===== config.mk =====
export PLATFORM = sky130hd
export DESIGN_NAME = axi_wr_slave_burst
export DESIGN_NICKNAME = d
export VERILOG_FILES = /design/src/rtl/axi_pkg.sv /design/src/rtl/axi_burst_addr_gen.sv /design/src/rtl/axi_wr_slave_burst.sv
export SDC_FILE = /design/constraint.sdc
export NUM_CORES = 1
export LEC_CHECK = 0
export BUFFER_PORTS_ARGS = -buffer_cell sky130_fd_sc_hd__buf_4
export CAP_MARGIN = 10
export CORE_MARGIN = 5
export CORE_UTILIZATION = 30
export CTS_BUF_LIST = sky130_fd_sc_hd__clkbuf_16
export CTS_CLUSTER_DIAMETER = 200
export CTS_CLUSTER_SIZE = 25
export DETAILED_ROUTE_END_ITERATION = 16
export HOLD_SLACK_MARGIN = 0.05
export PLACE_DENSITY = 0.58
export SLEW_MARGIN = 30
export SYNTH_ARGS = -nofsm -noshare
export SYNTH_HDL_FRONTEND = slang
export SYNTH_SLANG_ARGS = --single-unit

===== constraint.sdc =====
create_clock -name a_clk -period 3.8 [get_ports a_clk]
set_clock_uncertainty 0.1 [all_clocks]
set_input_delay 0.38 -clock a_clk [delete_from_list [all_inputs] [get_ports a_clk]]
set_output_delay 0.38 -clock a_clk [all_outputs]
set_load 0.02 [all_outputs]

===== src/rtl/axi_pkg.sv =====
// rtl/axi_pkg.sv - shared AXI write-slave types and constants
// Purpose: burst and FSM state enums, response codes, byte-width log2 helper.
// Ports: none (package).
package axi_pkg;

  typedef enum logic [1:0] {
    BURST_FIXED = 2'b00,
    BURST_INCR  = 2'b01,
    BURST_WRAP  = 2'b10,
    BURST_RSVD  = 2'b11
  } burst_e;

  localparam logic [1:0] RESP_OKAY   = 2'b00;
  localparam logic [1:0] RESP_SLVERR = 2'b10;

  typedef enum logic [1:0] {
    ST_IDLE = 2'b00,
    ST_DATA = 2'b01,
    ST_RESP = 2'b10
  } wr_state_e;

  // log2 of the number of bytes in a word of width_bits bits
  function automatic int log2_bytes(input int width_bits);
    return $clog2(width_bits / 8);
  endfunction

endpackage


===== src/rtl/axi_burst_addr_gen.sv =====
// rtl/axi_burst_addr_gen.sv - AXI burst next-address and local range check
// Purpose: computes the address of the following beat (FIXED/INCR, WRAP when
//   AXI_WRAP_BURST_EN is defined), checks the current address against the
//   local window and converts it to a local word address.
// Ports:
//   addr_i      current beat byte address
//   size_i      log2 bytes per beat
//   burst_i     burst type
//   len_i       beats minus one (wrap boundary)
//   next_addr_o address of the next beat
//   in_range_o  current address lies inside the local window
//   word_addr_o local word address of the current beat
// Macro: AXI_WRAP_BURST_EN enables WRAP address generation.
module axi_burst_addr_gen
  import axi_pkg::*;
#(
  parameter int              ADDR_W     = 32,
  parameter int              LEN_W      = 8,
  parameter int              LOC_W      = 16,
  parameter int              LOC_ADDR_W = 13,
  parameter logic [ADDR_W-1:0] BASE_ADDR = '0
) (
  input  logic [ADDR_W-1:0]     addr_i,
  input  logic [2:0]            size_i,
  input  logic [1:0]            burst_i,
  input  logic [LEN_W-1:0]      len_i,
  output logic [ADDR_W-1:0]     next_addr_o,
  output logic                  in_range_o,
  output logic [LOC_ADDR_W-1:0] word_addr_o
);

  localparam int         LOC_OFF     = log2_bytes(LOC_W);
  localparam logic [63:0] SPACE_BYTES = 64'(LOC_W / 8) << LOC_ADDR_W;

  logic [ADDR_W-1:0] incr;
  logic [ADDR_W-1:0] offset;

  always_comb begin
    incr   = ADDR_W'(1) << size_i;
    offset = addr_i - BASE_ADDR;
  end

  // offset is only meaningful when addr_i >= BASE_ADDR; the first term guards it
  assign in_range_o  = (addr_i >= BASE_ADDR) && (64'(offset) < SPACE_BYTES);
  assign word_addr_o = LOC_ADDR_W'(offset >> LOC_OFF);

`ifdef AXI_WRAP_BURST_EN
  logic [ADDR_W-1:0] wrap_mask;
  // wrap window is (len+1) beats of 2^size bytes; legality is checked by the caller
  assign wrap_mask = ((ADDR_W'(len_i) + ADDR_W'(1)) << size_i) - ADDR_W'(1);
`else
  logic unused_len;
  assign unused_len = ^len_i;
`endif

  always_comb begin
    next_addr_o = addr_i + incr;
    case (burst_e'(burst_i))
      BURST_FIXED: next_addr_o = addr_i;
`ifdef AXI_WRAP_BURST_EN
      BURST_WRAP:  next_addr_o = (addr_i & ~wrap_mask) | ((addr_i + incr) & wrap_mask);
`endif
      default:     next_addr_o = addr_i + incr;
    endcase
  end

endmodule


===== src/rtl/axi_wr_slave_burst.sv =====
// rtl/axi_wr_slave_burst.sv - AXI4 write burst slave to single-word local writes
// Purpose: accepts one AW/W/B burst at a time and issues one registered local
//   write per in-range beat, selecting the addressed LOC_W lane of wdata.
// Ports:
//   a_clk, a_rst                 clock, async active-high reset
//   awvalid/awaddr/awlen/awsize/awburst/awready   address channel
//   wvalid/wdata/wstrb/wlast/wready               data channel
//   bvalid/bresp/bready                           response channel
//   a_address_wr/a_data_out/a_wstrb/a_wr          local write port
//   state_w_out                                   FSM state for debug
// Macro: AXI_WRAP_BURST_EN enables WRAP bursts (otherwise WRAP -> SLVERR).
module axi_wr_slave_burst
  import axi_pkg::*;
#(
  parameter int                ADDR_W     = 32,
  parameter int                DATA_W     = 64,
  parameter int                LEN_W      = 8,
  parameter int                LOC_W      = 16,
  parameter int                LOC_ADDR_W = 13,
  parameter logic [ADDR_W-1:0] BASE_ADDR  = '0
) (
  input  logic                  a_clk,
  input  logic                  a_rst,
  input  logic                  awvalid,
  input  logic [ADDR_W-1:0]     awaddr,
  input  logic [LEN_W-1:0]      awlen,
  input  logic [2:0]            awsize,
  input  logic [1:0]            awburst,
  output logic                  awready,
  input  logic                  wvalid,
  input  logic [DATA_W-1:0]     wdata,
  input  logic [DATA_W/8-1:0]   wstrb,
  input  logic                  wlast,
  output logic                  wready,
  output logic                  bvalid,
  output logic [1:0]            bresp,
  input  logic                  bready,
  output logic [LOC_ADDR_W-1:0] a_address_wr,
  output logic [LOC_W-1:0]      a_data_out,
  output logic [LOC_W/8-1:0]    a_wstrb,
  output logic                  a_wr,
  output logic [1:0]            state_w_out
);

  localparam int LOC_BYTES  = LOC_W / 8;
  localparam int DATA_BYTES = DATA_W / 8;
  localparam int LOC_OFF    = log2_bytes(LOC_W);
  localparam int DB_W       = $clog2(DATA_W);
  localparam int SB_W       = (DATA_BYTES > 1) ? $clog2(DATA_BYTES) : 1;
  localparam int CNT_W      = LEN_W + 1;
  localparam logic [ADDR_W-1:0] LANE_MASK = ADDR_W'(DATA_BYTES - LOC_BYTES);
  localparam logic [CNT_W-1:0]  CNT_MAX   = '1;

  wr_state_e             state_q;
  logic [ADDR_W-1:0]     addr_q;
  logic [LEN_W-1:0]      len_q;
  logic [2:0]            size_q;
  logic [1:0]            burst_q;
  logic [CNT_W-1:0]      cnt_q;
  logic                  err_q;
  logic                  awready_q, wready_q, bvalid_q, a_wr_q;
  logic [1:0]            bresp_q;
  logic [LOC_ADDR_W-1:0] a_addr_q;
  logic [LOC_W-1:0]      a_data_q;
  logic [LOC_BYTES-1:0]  a_wstrb_q;

  logic [ADDR_W-1:0]     next_addr;
  logic                  in_range;
  logic [LOC_ADDR_W-1:0] word_addr;

  axi_burst_addr_gen #(
    .ADDR_W    (ADDR_W),
    .LEN_W     (LEN_W),
    .LOC_W     (LOC_W),
    .LOC_ADDR_W(LOC_ADDR_W),
    .BASE_ADDR (BASE_ADDR)
  ) u_addr_gen (
    .addr_i     (addr_q),
    .size_i     (size_q),
    .burst_i    (burst_q),
    .len_i      (len_q),
    .next_addr_o(next_addr),
    .in_range_o (in_range),
    .word_addr_o(word_addr)
  );

  // Burst-level legality, evaluated on the AW handshake
  logic accept_err;
  always_comb begin
    accept_err = (awsize > 3'(LOC_OFF)) || (burst_e'(awburst) == BURST_RSVD);
`ifdef AXI_WRAP_BURST_EN
    if (burst_e'(awburst) == BURST_WRAP) begin
      if (!((awlen == LEN_W'(1)) || (awlen == LEN_W'(3)) ||
            (awlen == LEN_W'(7)) || (awlen == LEN_W'(15))))
        accept_err = 1'b1;
      if ((awaddr & ((ADDR_W'(1) << awsize) - ADDR_W'(1))) != '0)
        accept_err = 1'b1;
    end
`else
    if (burst_e'(awburst) == BURST_WRAP)
      accept_err = 1'b1;
`endif
  end

  // Lane of wdata holding the addressed local word (byte offset aligned down to LOC_BYTES)
  logic [DB_W-1:0]      lane_bit;
  logic [SB_W-1:0]      lane_byte;
  logic [LOC_W-1:0]     lane_data;
  logic [LOC_BYTES-1:0] lane_strb;
  always_comb begin
    lane_byte = SB_W'(addr_q & LANE_MASK);
    lane_bit  = DB_W'(addr_q & LANE_MASK) << 3;
    lane_data = wdata[lane_bit +: LOC_W];
    lane_strb = wstrb[lane_byte +: LOC_BYTES];
  end

  logic beyond, early, beat_err_d, do_write;
  always_comb begin
    beyond     = cnt_q > {1'b0, len_q};
    early      = wlast && (cnt_q < {1'b0, len_q});
    beat_err_d = err_q || !in_range || beyond || early;
    // err_q (not beat_err_d) gates the write so an early-wlast beat is still written
    do_write   = in_range && !err_q && !beyond && (|lane_strb);
  end

  always_ff @(posedge a_clk or posedge a_rst) begin
    if (a_rst) begin
      state_q   <= ST_IDLE;
      addr_q    <= '0;
      len_q     <= '0;
      size_q    <= '0;
      burst_q   <= '0;
      cnt_q     <= '0;
      err_q     <= 1'b0;
      awready_q <= 1'b1;
      wready_q  <= 1'b0;
      bvalid_q  <= 1'b0;
      bresp_q   <= RESP_OKAY;
      a_wr_q    <= 1'b0;
      a_addr_q  <= '0;
      a_data_q  <= '0;
      a_wstrb_q <= '0;
    end else begin
      a_wr_q <= 1'b0;
      case (state_q)
        ST_IDLE: begin
          if (awvalid && awready_q) begin
            addr_q    <= awaddr;
            len_q     <= awlen;
            size_q    <= awsize;
            burst_q   <= awburst;
            cnt_q     <= '0;
            err_q     <= accept_err;
            awready_q <= 1'b0;
            wready_q  <= 1'b1;
            state_q   <= ST_DATA;
          end
        end
        ST_DATA: begin
          if (wvalid && wready_q) begin
            addr_q <= next_addr;
            if (cnt_q != CNT_MAX)
              cnt_q <= cnt_q + CNT_W'(1);
            err_q <= beat_err_d;
            if (do_write) begin
              a_wr_q    <= 1'b1;
              a_addr_q  <= word_addr;
              a_data_q  <= lane_data;
              a_wstrb_q <= lane_strb;
            end
            if (wlast) begin
              wready_q <= 1'b0;
              bvalid_q <= 1'b1;
              bresp_q  <= beat_err_d ? RESP_SLVERR : RESP_OKAY;
              state_q  <= ST_RESP;
            end
          end
        end
        ST_RESP: begin
          if (bready) begin
            bvalid_q  <= 1'b0;
            bresp_q   <= RESP_OKAY;
            awready_q <= 1'b1;
            state_q   <= ST_IDLE;
          end
        end
        default: begin
          state_q   <= ST_IDLE;
          awready_q <= 1'b1;
          wready_q  <= 1'b0;
          bvalid_q  <= 1'b0;
        end
      endcase
    end
  end

  assign awready      = awready_q;
  assign wready       = wready_q;
  assign bvalid       = bvalid_q;
  assign bresp        = bresp_q;
  assign a_wr         = a_wr_q;
  assign a_address_wr = a_addr_q;
  assign a_data_out   = a_data_q;
  assign a_wstrb      = a_wstrb_q;
  assign state_w_out  = state_q;

endmodule

==> results <==
- In this run the remaining antenna-violating nets after routing total 0.
- The worst reg2reg path depth is 9.
- The share of total power dissipated in combinational logic is 41.6%.
- In this run the count of I/O pins placed on the die edge is 162.
- The post-synthesis average cell area is 10.1 um^2.
- STA puts the critical path data arrival time at 3.20 ns.
- The wire-length estimate of the detail-placed layout is roughly 13 mm.
- The core outline area is 18800 um^2.
- Global routing consumed, on the met2 layer, 24.2% of the routing resources.
- Of the cells placed in the final design, the portion with a size suffix greater than 1 is 34.2%.
- The H-tree was split into 3 levels.
- The cell area after layout is ~7400 um^2.
- Post-CTS timing repair inserted 0 buffers for setup.
- The number of fillers in the final layout is 1887.
- The area growth from synthesis to layout is 29.4%.
- The count of flip-flops with a built-in enable after synthesis is 0.
- Internal power comes to 0.00250 W.
- The critical path starts at size_q[2].
- Setup violations remaining at the end of the flow were counted as 0.
- The share of Yosys cell area claimed by the top area cell type is 40.2%.
- Adding up every negative setup slack in the final design gives 0 ns.
- By area the synthesized netlist is led by sky130_fd_sc_hd__dfrtp_1 (40%), sky130_fd_sc_hd__mux2_4 (7.9%), sky130_fd_sc_hd__mux4_2 (7.1%).
- The largest individual stage delay along the critical path comes from the cell sky130_fd_sc_hd__dfrtp_1.
- The number of distinct library cells after synthesis is 66.
- The pre-antenna-repair detailed-routing pass consisted of 5 iterations.
- The global routing met3 resource utilization is around 3.6%.
- The congestion estimate from routability-driven global placement came to approximately 0.84.
- In this run the most used layer during global routing was met2.
- The deepest clock path buffer count is 2.
- For the pin with the worst max-slew slack, the measured transition is 0.863 ns.
- For flop-to-flop paths, the worst setup slack is 0.74 ns.
- For this design the ratio of total power to cell area is ~560 nW/um^2.
- Walking the worst path, the cells encountered are nor3_1 -> ha_1 -> fa_1 -> a21o_1 -> a221oi_1 -> o21ai_0 -> and2_1 -> and4_1 -> o31a_1.
- The number of clock buffers added by TritonCTS is 9.
- The area enclosed by the die boundary is 22000 um^2.
- For this run, asynchronously set or reset flops after synthesis account for 100%.
- Overall power consumption after layout is estimated at roughly 0.0042 W.
- After synthesis the netlist holds a flip-flop and latch count of a little over 90.
- The total of buffers placed on input and output ports is 160.
- The worst setup path is of the reg -> reg kind.
- The met1 usage is 20.8%.
- Entering global routing, the biggest net connects about 50 pins.
- The static leakage power is 3.55 nW.
- Clock-pin slew was measured on the worst setup and hold paths at 0.07 ns.
- Summed over all layers, the routed wires come to 17.1 mm.
- The initial antenna violation count came to 0.
- The tool flagged a number of max-cap violations equal to 0.
- After the first detailed-routing iteration, the DRC count stood at 303.
- The floorplan has 50 rows.
- The via count of the first global-routing pass was 4863.
- The number of warning messages in the yosys log is 0.
- The nature of the critical path endpoint is a register.
- The number of vias per cell is between 5 and 6.
- The path class of the tightest hold or removal check is in -> reg.
- The max-slew violation count is 0.
- In this run the clock root is driven by a sky130_fd_sc_hd__clkbuf_16.
- The floorplan die height is 148 um.
- The overall via count from detail_route is 5019.
- At the worst endpoint, the required time is 3.94 ns.
- In the finished design, the share of the clock period the worst path needs comes to between 80 and 90%.
- TritonCTS built the clock tree.
- The final number of hold-violating endpoints is 0.
- The most critical setup path has its endpoint at addr_q[12].
- Gates resized during post-CTS repair numbered 0.
- The tree built by TritonCTS fans out to 93 sinks.
- The wire length of the first global-routing pass is 26.4 mm.
- Setup repair after global routing left no endpoint under its margin.
- In the final design database the tool counted 859 nets.
- The run finished with clean final reports.
- The final core utilization is 39.5%.
- The residual overflow from global routing is 0.
- The worst flop-to-flop path startpoint is size_q[2].
- Across every metal layer, demand over resource in global routing totals 15.2%.
- The maximum vdd drop is 0.309 mV.
- Clock latency on the worst-skew pair, taken at its later pin, is approximately 0.35 ns.
- For this run, the slowest stage of the critical path takes 0.46 ns.
- The reg-to-reg endpoint is addr_q[12].
- The clock network burns 20.0% of the power.
- The number of nets handed over by synthesis was 711.
- The total net switching power is between 0.0015 and 0.002 W.
- Once the floorplan was initialized, standard cells occupied 30.5% of the core.
- In this run the tightest slew margin relative to its limit is between 40% and 50%.
- In this run the horizontal extent of the chip is 148 um.
- In this run the worst path has a maximum fanout of 9.
- The mapped netlist covers 5730 um^2.
- Per report_power, the sequential group accounts for 38.4% of the total.
- The residual DRC count is 0.
- The number of antenna diodes in the final layout is 0.
- The clock period minus final worst setup slack is 3.06 ns.
- The largest total area in the synthesized netlist belongs to sky130_fd_sc_hd__dfrtp_1.
- Net switching is 40.2% of the power.
- Dividing the detail-routed wire length by the instance count gives 17.9 um.
- The cell count after synthesis came out at between 500 and 600.
- Of the synthesized area, sequential elements account for 40.7%.
- Timing would allow up to 0.327 GHz.
- The most common flop cell mapped by yosys is sky130_fd_sc_hd__dfrtp_1.
- The critical path launch point type is a register.
- The cell area after placement is approximately 7100 um^2.
power groups by stage:
stage	Sequential (W)	Combinational (W)	Clock (W)
after detailed placement	0.00163	0.00174	0
final	0.00161	0.00174	0.000836
after global placement	0.00162	0.00173	0
after CTS	0.00161	0.00175	0.000871
after floorplan	0.00146	0.00136	0
after global routing	0.00166	0.00194	0.000903
registers in the layout (all words and copies together), names as in the netlist:
register and count:
wready 1, addr_q 32, a_wstrb 2, a_wr 1, a_address_wr 13, size_q 3
bvalid 1, len_q 8, burst_q 2, err_q 1, cnt_q 9, awready 1
a_data_out 16, state_w_out 2, bresp 1
what timing repair did:
item	in CTS	in global routing
endpoints found under the hold margin	35	0
setup endpoints to repair	0	0
hold buffers	1	0
cells by family after synthesis:
| logic type | after synthesis | share of synthesized area (%) |
|---|---|---|
| AND/OR/NAND/NOR | 223 | 19.7 |
| adder cells (fa/ha/maj) | 19 | 4.28 |
| buffers and inverters | 53 | 4.74 |
| XOR/XNOR | 10 | 1.53 |
| multiplexers | 49 | 15.1 |
| other | 1 | 0.0655 |
| flip-flops | 93 | 40.7 |
| AO/OA/AOI/OAI | 121 | 13.9 |
how the worst min path moves through the flow:
stage	startpoint	endpoint	slack, ns	depth (start not counted)
floorplan	burst_q[1]	burst_q[1]	0.35	2
global placement	burst_q[0]	burst_q[0]	0.36	2
detailed placement	burst_q[1]	burst_q[1]	0.37	2
CTS	awvalid	awready	0.1	2
global route	awlen[0]	len_q[0]	0.13	3
finish	awvalid	awready	0.11	2
area by class of cell:
cell class                      count  area [um^2]  area share, %
Clock buffer                        9          225           3.04
Clock inverter                      7         45.0          0.608
Inverter                           17         66.3          0.895
Multi-Input combinational cell    423         3150           42.5
Sequential cell                    93         2330           31.4
Tap cell                          234          293           3.95
Timing Repair Buffer              173         1300           17.6
metrics by stage:
stage          worst slack [ns]  cells  hold slack, ns
2_1_floorplan             0.901    569           0.346
3_3_place_gp              0.824    939           0.362
3_5_place_dp              0.767    939           0.368
4_1_cts                   0.761    956          0.0950
5_1_grt                   0.549    956           0.126
6_report                  0.744    956           0.110
critical path, delay by kind of cell, from the launching register on:
family | cells | cell delay (ns)
AO/OA/AOI/OAI | 4 | 1.17
adder cells (fa/ha/maj) | 2 | 0.64
flip-flops | 1 | 0.46
AND/OR/NAND/NOR | 3 | 0.59
cell usage after synthesis (all sizes together), types with 7 or more instances:
cell type and count:
a21o 7, o21ai 29, nand2 66, nand3 26, a211oi 8, a21oi 27
ha 18, dfrtp 92, nor3 14, buf 13, inv 17, clkbuf 23
nor4 11, nand4 9, mux4 18, nor2 47, mux2 31, a31oi 10
and3 8
routing by layer:
metal / up-vias / wire (um)
met1: 2419 / 7900
li1: 2397 / -
met4: 0 / 181
met5: - / 0
met2: 192 / 7740
met3: 11 / 1320
cell usage in the layout (no fill, tap or decap), types with 4 or more instances in the layout:
cell and instances:
sky130_fd_sc_hd__and3_1 7, sky130_fd_sc_hd__nand3_1 26, sky130_fd_sc_hd__mux2_4 30, sky130_fd_sc_hd__buf_4 172, sky130_fd_sc_hd__clkbuf_16 9, sky130_fd_sc_hd__or3_1 5
sky130_fd_sc_hd__dfrtp_1 92, sky130_fd_sc_hd__xor2_1 5, sky130_fd_sc_hd__nand4_1 9, sky130_fd_sc_hd__and2_1 6, sky130_fd_sc_hd__nor3b_1 4, sky130_fd_sc_hd__and4_1 5
sky130_fd_sc_hd__nand2_1 66, sky130_fd_sc_hd__xnor2_1 5, sky130_fd_sc_hd__mux4_2 18, sky130_fd_sc_hd__inv_1 18, sky130_fd_sc_hd__a21oi_1 27, sky130_fd_sc_hd__nor4_1 11
sky130_fd_sc_hd__nor3_1 14, sky130_fd_sc_hd__o22a_1 5, sky130_fd_sc_hd__o21ai_0 29, sky130_fd_sc_hd__o21a_1 5, sky130_fd_sc_hd__a211oi_1 7, sky130_fd_sc_hd__ha_1 18
sky130_fd_sc_hd__a21o_1 7, sky130_fd_sc_hd__nor2_1 47, sky130_fd_sc_hd__a31oi_1 10
No activity file was read; power rests on OpenSTA's default activity.
